$ cat src/rtl/cypher_seq_detector.sv
// Sliding-window cypher detector: accepts one digit per enabled cycle, keeps a saturating
// running sum, and flags matches of the last NUM_DIGITS digits against a latched cypher.
module cypher_seq_detector #(
    parameter int DIGIT_W    = 4,
    parameter int NUM_DIGITS = 4,
    parameter int SUM_W      = 8,
    parameter int CNT_W      = 4
) (
    input  logic                          clock,
    input  logic                          sl_res,
    input  logic                          sl_op,
    input  logic                          clr,
    input  logic                          mode,
    input  logic [NUM_DIGITS*DIGIT_W-1:0] cypher,
    input  logic [DIGIT_W-1:0]            num,
    output logic                          stop,
    output logic                          hit,
    output logic [SUM_W-1:0]              sum,
    output logic                          sat,
    output logic [CNT_W-1:0]              match_count
);

    localparam int WIN_W  = NUM_DIGITS * DIGIT_W;
    localparam int HIST_W = (NUM_DIGITS - 1) * DIGIT_W;
    localparam int FILL_W = $clog2(NUM_DIGITS + 1);

    typedef enum logic [1:0] {IDLE, RUN, DONE} state_t;

    state_t              state_reg;
    // Only the newest NUM_DIGITS-1 digits are kept; the oldest digit drops out on every shift.
    logic [HIST_W-1:0]   window_reg;
    logic [WIN_W-1:0]    cyph_reg;
    logic [FILL_W-1:0]   fill_reg;
    logic [SUM_W-1:0]    sum_reg;
    logic                sat_reg;
    logic [CNT_W-1:0]    cnt_reg;
    logic                stop_reg;
    logic                hit_reg;

    logic [WIN_W-1:0]    window_next;
    logic [WIN_W-1:0]    ref_cypher;
    logic [FILL_W-1:0]   fill_next;
    logic [SUM_W:0]      sum_wide;
    logic [NUM_DIGITS-1:0] digit_eq;
    logic                window_full;
    logic                accept;
    logic                match;

    assign window_next = {window_reg, num};
    // The first digit after reset compares against the live port, since the latch fills on that same edge.
    assign ref_cypher  = (state_reg == IDLE) ? cypher : cyph_reg;

    genvar gi;
    generate
        for (gi = 0; gi < NUM_DIGITS; gi++) begin : g_digit_cmp
            assign digit_eq[gi] = (window_next[gi*DIGIT_W +: DIGIT_W] == ref_cypher[gi*DIGIT_W +: DIGIT_W]);
        end
    endgenerate

    assign window_full = ((int'(fill_reg) + 1) >= NUM_DIGITS);
    assign fill_next   = (fill_reg == FILL_W'(NUM_DIGITS)) ? fill_reg : fill_reg + 1'b1;
    assign sum_wide    = {1'b0, sum_reg} + {{(SUM_W + 1 - DIGIT_W){1'b0}}, num};
    assign accept      = sl_op && (state_reg != DONE);
    assign match       = accept && window_full && (&digit_eq);

    always_ff @(posedge clock) begin
        if (sl_res || clr) begin
            state_reg  <= IDLE;
            window_reg <= '0;
            cyph_reg   <= '0;
            fill_reg   <= '0;
            sum_reg    <= '0;
            sat_reg    <= 1'b0;
            cnt_reg    <= '0;
            stop_reg   <= 1'b0;
            hit_reg    <= 1'b0;
        end else begin
            hit_reg <= 1'b0;
            if (accept) begin
                window_reg <= window_next[HIST_W-1:0];
                fill_reg   <= fill_next;
                if (sum_wide[SUM_W]) begin
                    sum_reg <= '1;
                    sat_reg <= 1'b1;
                end else begin
                    sum_reg <= sum_wide[SUM_W-1:0];
                end
                if (state_reg == IDLE) begin
                    cyph_reg <= cypher;
                end
                state_reg <= RUN;
                if (match) begin
                    hit_reg <= 1'b1;
                    if (~&cnt_reg) begin
                        cnt_reg <= cnt_reg + 1'b1;
                    end
                    if (!mode) begin
                        state_reg <= DONE;
                        stop_reg  <= 1'b1;
                    end
                end
            end
        end
    end

    assign stop        = stop_reg;
    assign hit         = hit_reg;
    assign sum         = sum_reg;
    assign sat         = sat_reg;
    assign match_count = cnt_reg;

endmodule

$ cat config.mk
export PLATFORM = sky130hd
export DESIGN_NAME = cypher_seq_detector
export DESIGN_NICKNAME = d
export VERILOG_FILES = /design/src/rtl/cypher_seq_detector.sv
export SDC_FILE = /design/constraint.sdc
export NUM_CORES = 1
export LEC_CHECK = 0
export BUFFER_PORTS_ARGS = -buffer_cell sky130_fd_sc_hd__buf_2
export CORE_UTILIZATION = 40
export CTS_CLUSTER_SIZE = 10
export DETAILED_ROUTE_END_ITERATION = 10
export GPL_TIMING_DRIVEN = 0
export SYNTH_ARGS = -nofsm -noshare
export SYNTH_HDL_FRONTEND = slang
export SYNTH_SLANG_ARGS = --single-unit
$ cat constraint.sdc
create_clock -name clock -period 5.6 [get_ports clock]
set_clock_uncertainty 0.15 [all_clocks]
set_input_delay 0.56 -clock clock [delete_from_list [all_inputs] [get_ports clock]]
set_output_delay 0.56 -clock clock [all_outputs]
set_load 0.03 [all_outputs]
==> results of run 1 <==
## synth_stat cells, types with 3 or more instances
cell type	number
nand2_1	75
dfxtp_1	48
a21oi_1	37
inv_1	17
mux2i_1	12
clkbuf_1	11
nor2_1	10
nand2b_1	8
ha_1	7
nand3_1	5
nor3_1	5
o21ai_0	5
xor2_1	5
a31oi_1	4
o21a_1	4
xnor2_1	4
nand4_1	3
nor4_1	3
o211ai_1	3
## per-layer routing
layer	wire length, µm	vias up
li1	-	1232
met1	3170	1153
met2	3350	57
met3	438	7
met4	67	0
met5	0	-
## worst paths after layout
| kind | start | to | slack, ns | cells past startpoint |
|---|---|---|---|---|
| worst max-delay path | state_reg[1]$_SDFFE_PP0N_ | state_reg[0]$_SDFFE_PP0N_ | 2.85 | 8 |
| worst min-delay path | sat$_SDFFE_PP0P_ | sat$_SDFFE_PP0P_ | 0.30 | 2 |
| worst max register to register | state_reg[1]$_SDFFE_PP0N_ | state_reg[0]$_SDFFE_PP0N_ | 2.85 | 8 |
| worst min register to register | sat$_SDFFE_PP0P_ | sat$_SDFFE_PP0P_ | 0.30 | 2 |
## where the power goes
group          internal, mW  switching (mW)  total (mW)  leakage, nW
Clock                 0.158           0.119       0.277       0.0645
Sequential            0.348         0.00626       0.354        0.389
Combinational        0.0355          0.0592      0.0947        0.754
## final cells by class
type                       instances  area [µm²]
sequential                        48         961
clock inverter                     1        30.0
tap                               77        96.3
clock buffer                       7        96.3
inverter                          17        63.8
buffer                            15        72.6
timing repair buffer              39         195
fill                             650        3290
multi-input combinational        243        1510
## worst max-delay path, delay by kind of cell (launching register included)
family          cells  cell delay, ns
xor+xnor            1            0.29
flops               1            0.33
buf+inv             2            0.41
mux                 1            0.24
compound gates      1            0.14
simple gates        3            1.09
## metrics by stage
stage / area (µm²) / util [%]
after floorplan: 2610 / -
after global placement: 2900 / 45.9
after detailed placement: 2900 / 45.9
after CTS: 3020 / 47.9
after global routing: 3020 / 47.9
final: 3020 / 47.9
## cell families after synthesis
| logic type | Yosys count |
|---|---|
| simple gates | 135 |
| compound gates | 78 |
| flops | 48 |
| buf+inv | 32 |
| mux | 13 |
| xor+xnor | 9 |
| fa+ha+maj | 8 |
## cell usage in the layout (no fill, tap or decap), drive strengths merged, types with 2 or more instances in the layout
cell type,instances
dfxtp,48
nand2b,8
nand3,5
or3b,2
o221a,2
xnor2,4
a2111oi,2
and4,2
nand3b,2
o221ai,2
o211ai,3
ha,7
o21ai,6
nor2,11
nor2b,2
a221oi,2
nor3,5
o21a,4
a21o,2
nand4,3
xor2,5
or2,3
mux2i,12
and3,2
or4,2
nor4,4
a31oi,4
a41oi,2
inv,17
clkbuf,18
a21oi,39
buf,43
nand2,75
==> impl_metrics.py, run 1 <==
metrics = {
    "status": {
        "outcome": "finished clean",
    },
    "floorplanning": {
        "dieWidth_um": 82.7,
        "rows": 29,
        "die_area_um2": 6840,
        "initial_core_util_pct": 41.3,
        "fp.dieH_um": 82.7,
        "top_level_ports": 40,
        "core_um2": 6310,
    },
    "worst_setup_path": {
        "crit_slowest_cell": "or4_4",
        "crit_arrival_ns": 2.81,
        "crit_path_cell_trace": "buf_6 > nor2_4 > buf_4 > mux2i_1 > xor2_1 > nand4_1 > or4_4 > o211a_1",
        "path_class": "flip-flop to flip-flop",
        "cp_max_fo": 10,
        "worst_setup_path_end_kind": "flip-flop",
        "startpoint_type": "flip-flop",
        "critPathRequiredTime_ns": 5.66,
        "critical-path-max-stage-delay_ns": 0.59,
    },
    "global_route": {
        "grt-busiest-layer": "met2",
        "use_met1_pct": 28.9,
        "grt_start_max_net_pins": 15,
        "grtUsageTotal_pct": 22.1,
        "grtUsageMet2_pct": 37.0,
        "grt_pass1_vias": 2220,
        "met3_usage_pct": 3.85,
        "grt_first_pass_wirelength_mm": 11.0,
        "grt_antenna_before_repair": 0,
        "grt_remaining_overflow": 0,
    },
    "clocking": {
        "cts_max_path_buffers": 2,
        "cts-root-buf": "clkbuf_8",
        "cts_resized": 0,
        "post_cts_buffers": 0,
        "cts_sinks": 48,
        "htree_levels": 2,
        "numCtsBuffers": 5,
        "cts_tree": "built",
        "cts.clk_slew.worst_paths_ns": 0.09,
        "clock_latency_ns": 0.31,
        "hold_buffers": 0,
    },
    "drt": {
        "wl_mm": 7.02,
        "wl_per_cell_um": 15.7,
        "vias_per_cell": 5.48,
        "drc_errors": 0,
        "ant_nets": 0,
        "drt-initial-drc-count": 117,
        "first_pass_iters": 4,
        "vias": 2449,
    },
    "timing": {
        "period_share_pct": 49.1,
        "fin_ws_ns": 2.85,
        "tightest_slew_ns": 0.819,
        "relSlewSlack_pct": 45.0,
        "slew_viol_final": 0,
        "setup_viol": 0,
        "period_needed_ns": 2.75,
        "whs_ns": 0.299,
        "fin_setup_tns_ns": 0,
        "finalHoldViolations": 0,
        "rsz0062_at_grt": "no",
        "max_clock_freq_ghz": 0.364,
    },
    "synthesis": {
        "synth.distinct_cells": 64,
        "ys.flop_type": "dfxtp_1",
        "yosysWarnings": 0,
        "yosys.area.top_type_share_pct": 36.9,
        "syn_area_um2": 2600,
        "synthMuxAreaShare_pct": 5.04,
        "synth-seq-cells": 48,
        "seq_area_frac_synth_pct": 36.9,
        "synth_area_leader_cell": "dfxtp_1",
        "synth_adder_area_share_pct": 4.13,
        "synth_compound_area_share_pct": 19.7,
        "synth.area.top_cells": "dfxtp_1 (37%), nand2_1 (11%), a21oi_1 (7.1%)",
        "synth_top_family_by_area": "simple AND/OR/NAND/NOR gates",
        "syn_nets": 356,
        "synth_simple_gate_area_share_pct": 26.0,
        "synth-async-reset-ratio_pct": 0,
        "synthXorXnorAreaFrac_pct": 3.03,
        "syn_area_per_cell_um2": 8.07,
        "synth_cells": 323,
        "synth_edf_count": 0,
    },
    "power_and_ir_drop": {
        "peakVddDrop_v": 0.000104,
        "power_uw": 726,
        "power_density_nw_per_um2": 240,
        "p_leak_nw": 1.21,
    },
    "place": {
        "place_congestion": 0.854,
        "post-place-ws_ns": 2.70,
        "numPortBuffers": 39,
        "placed_cells": 439,
        "dp.final_hpwl_mm": 5.29,
    },
    "finish": {
        "diodes": 0,
        "largest_reg_flops": 16,
        "fin_cells": 447,
        "final_nets": 402,
        "drive_gt1_share_pct": 17.3,
        "syn_to_final_growth_pct": 16.0,
    },
    "flow_run": {
        "max_cap_violations": 0,
    },
    "min_path": {
        "min_path_type": "flip-flop to flip-flop",
    },
}
Note: power is estimated with default switching activity, not from simulation.
==> run 2, diff against run 1 <==
==> constraint.sdc (replaced) <==
create_clock -name clock -period 2.2 [get_ports clock]
set_clock_uncertainty 0.15 [all_clocks]
set_input_delay 0.22 -clock clock [delete_from_list [all_inputs] [get_ports clock]]
set_output_delay 0.22 -clock clock [all_outputs]
set_load 0.03 [all_outputs]
==> run 2 against run 1 <==
Against the previous run:
- clock power is 140% higher
- sequential share of layout area is 1.5 points lower
- the flow now finishes with violations (setup timing)
- die area did not move
- non-clock buffer count up 12
==> impl_metrics.py, run 2 (synthesis gave the netlist of run 1 again) <==
metrics = {
    "worst_setup_path": {
        "crit_arrival_ns": 2.59,
        "cp-startpoint": "state_reg[1]$_SDFFE_PP0N_",
        "crit_path_cell_trace": "buf_6 > nor2_4 > buf_4 > mux2i_1 > a2111oi_2 > nand4_1 > or4_4 > o211a_1",
        "critical-path-max-stage-delay_ns": 0.49,
        "rr_endpoint": "state_reg[0]$_SDFFE_PP0N_",
        "reg2reg_slack_ns": -0.34,
        "cp_max_fo": 6,
        "path_class": "flip-flop to flip-flop",
        "crit_slowest_cell": "a2111oi_2",
        "r2r_start": "state_reg[1]$_SDFFE_PP0N_",
        "r2r_cells": 8,
        "critPathRequiredTime_ns": 2.25,
        "startpoint_type": "flip-flop",
        "endpoint": "state_reg[0]$_SDFFE_PP0N_",
        "worst_setup_path_end_kind": "flip-flop",
    },
    "global_route": {
        "grt-busiest-layer": "met2",
        "grtUsageTotal_pct": 23.3,
        "met3_usage_pct": 4.18,
        "grtUsageMet2_pct": 36.6,
        "grt_pass1_vias": 2250,
        "grt_first_pass_wirelength_mm": 11.6,
        "use_met1_pct": 31.7,
        "grt_antenna_before_repair": 0,
        "grt_start_max_net_pins": 16,
        "grt_remaining_overflow": 0,
    },
    "drt": {
        "ant_nets": 0,
        "first_pass_iters": 4,
        "wl_mm": 7.37,
        "drc_errors": 0,
        "wl_per_cell_um": 16.1,
        "vias": 2496,
        "drt-initial-drc-count": 138,
        "vias_per_cell": 5.44,
    },
    "power_and_ir_drop": {
        "peakVddDrop_v": 0.000303,
        "p_leak_nw": 1.29,
        "power_density_nw_per_um2": 574,
        "power_mw": 1.83,
    },
    "clocking": {
        "cts_sinks": 48,
        "cts_max_path_buffers": 2,
        "cts-root-buf": "clkbuf_8",
        "numCtsBuffers": 5,
        "clock_latency_ns": 0.31,
        "htree_levels": 2,
        "cts.clk_slew.worst_paths_ns": 0.09,
        "cts_tree": "built",
    },
    "floorplanning": {
        "fp.dieH_um": 82.7,
        "rows": 29,
        "initial_core_util_pct": 41.3,
        "top_level_ports": 40,
        "dieWidth_um": 82.7,
        "core_um2": 6310,
        "die_area_um2": 6840,
    },
    "timing": {
        "relSlewSlack_pct": 57.5,
        "max_clock_freq_ghz": 0.394,
        "rsz0062_at_grt": "yes",
        "slew_viol_final": 0,
        "tightest_slew_ns": 0.637,
        "fin_ws_ns": -0.335,
        "setup_viol": 7,
        "period_needed_ns": 2.54,
        "period_share_pct": 115,
        "finalHoldViolations": 0,
    },
    "status": {
        "violations": "setup timing",
        "outcome": "finished with violations",
    },
    "finish": {
        "drive_gt1_share_pct": 22.5,
        "diodes": 0,
        "fin_cells": 459,
        "final_common_cell": "nand2_1",
        "syn_to_final_growth_pct": 22.0,
        "final_nets": 414,
        "largest_reg_flops": 16,
        "fill_cells": 637,
        "final_cell_mix": "nand2_1 (75), dfxtp_1 (47), buf_2 (40)",
    },
    "place": {
        "post-place-ws_ns": -0.526,
        "numPortBuffers": 39,
        "placed_cells": 439,
        "place_congestion": 0.857,
        "dp.final_hpwl_mm": 5.25,
    },
    "min_path": {
        "min_path_type": "input pin to flip-flop",
    },
    "flow_run": {
        "max_cap_violations": 0,
    },
}
run 2: worst min-delay path by stage:
stage,start,to,cells after the start
2_1_floorplan,cypher[15],cyph_reg[15]$_SDFFE_PP0N_,2
3_3_place_gp,cyph_reg[1]$_SDFFE_PP0N_,cyph_reg[1]$_SDFFE_PP0N_,2
3_5_place_dp,sat$_SDFFE_PP0P_,sat$_SDFFE_PP0P_,2
4_1_cts,cypher[6],cyph_reg[6]$_SDFFE_PP0N_,3
5_1_grt,cypher[1],cyph_reg[1]$_SDFFE_PP0N_,3
6_report,cypher[8],cyph_reg[8]$_SDFFE_PP0N_,3
run 2: timing repair:
action | CTS | global route
pin swaps | 7 | 3
endpoints found under the setup margin | 27 | 18
hold buffers | 3 | 0
gates cloned | 0 | 0
setup buffers | 9 | 1
resized for setup | 12 | 4
endpoints found under the hold margin | 3 | 0
run 2: metal layers:
metal  up-vias  routed length, µm
met5         -                  0
met4         0                124
met3         8                289
met2        46               3420
li1       1254                  -
met1      1188               3530
run 2: power by group:
group | internal [mW] | switching [mW]
Clock | 0.337 | 0.316
Sequential | 0.886 | 0.0172
Combinational | 0.108 | 0.161
run 2: area by class of cell:
type / count / area, µm² / area share [%]
inverters: 17 / 63.8 / 2.01
flip-flops and latches: 48 / 962 / 30.3
clock inverters: 3 / 42.5 / 1.34
well taps: 77 / 96.3 / 3.03
repair buffers: 52 / 300 / 9.45
clock buffers: 5 / 68.8 / 2.16
multi-input cells: 243 / 1570 / 49.3
plain buffers: 14 / 77.6 / 2.44
run 2: metrics by stage:
| stage | hold slack, ns | setup TNS (ns) | cell area (µm²) | utilization, % |
|---|---|---|---|---|
| floorplan | 0.206 | -0.373 | 2610 | - |
| global placement | 0.294 | -5.51 | 2910 | 46.0 |
| detailed placement | 0.297 | -5.55 | 2910 | 46.0 |
| CTS | 0.00362 | -1.79 | 3160 | 50.1 |
| global route | 0.00544 | -2.45 | 3180 | 50.4 |
| finish | 0.00798 | -1.74 | 3180 | 50.4 |
run 2: critical path: cells and delay by family, from the launching register on:
family | cells | cell delay [ns]
AO/OA/AOI/OAI | 2 | 0.64
flip-flops | 1 | 0.33
AND/OR/NAND/NOR | 3 | 0.93
buffers and inverters | 2 | 0.30
multiplexers | 1 | 0.08
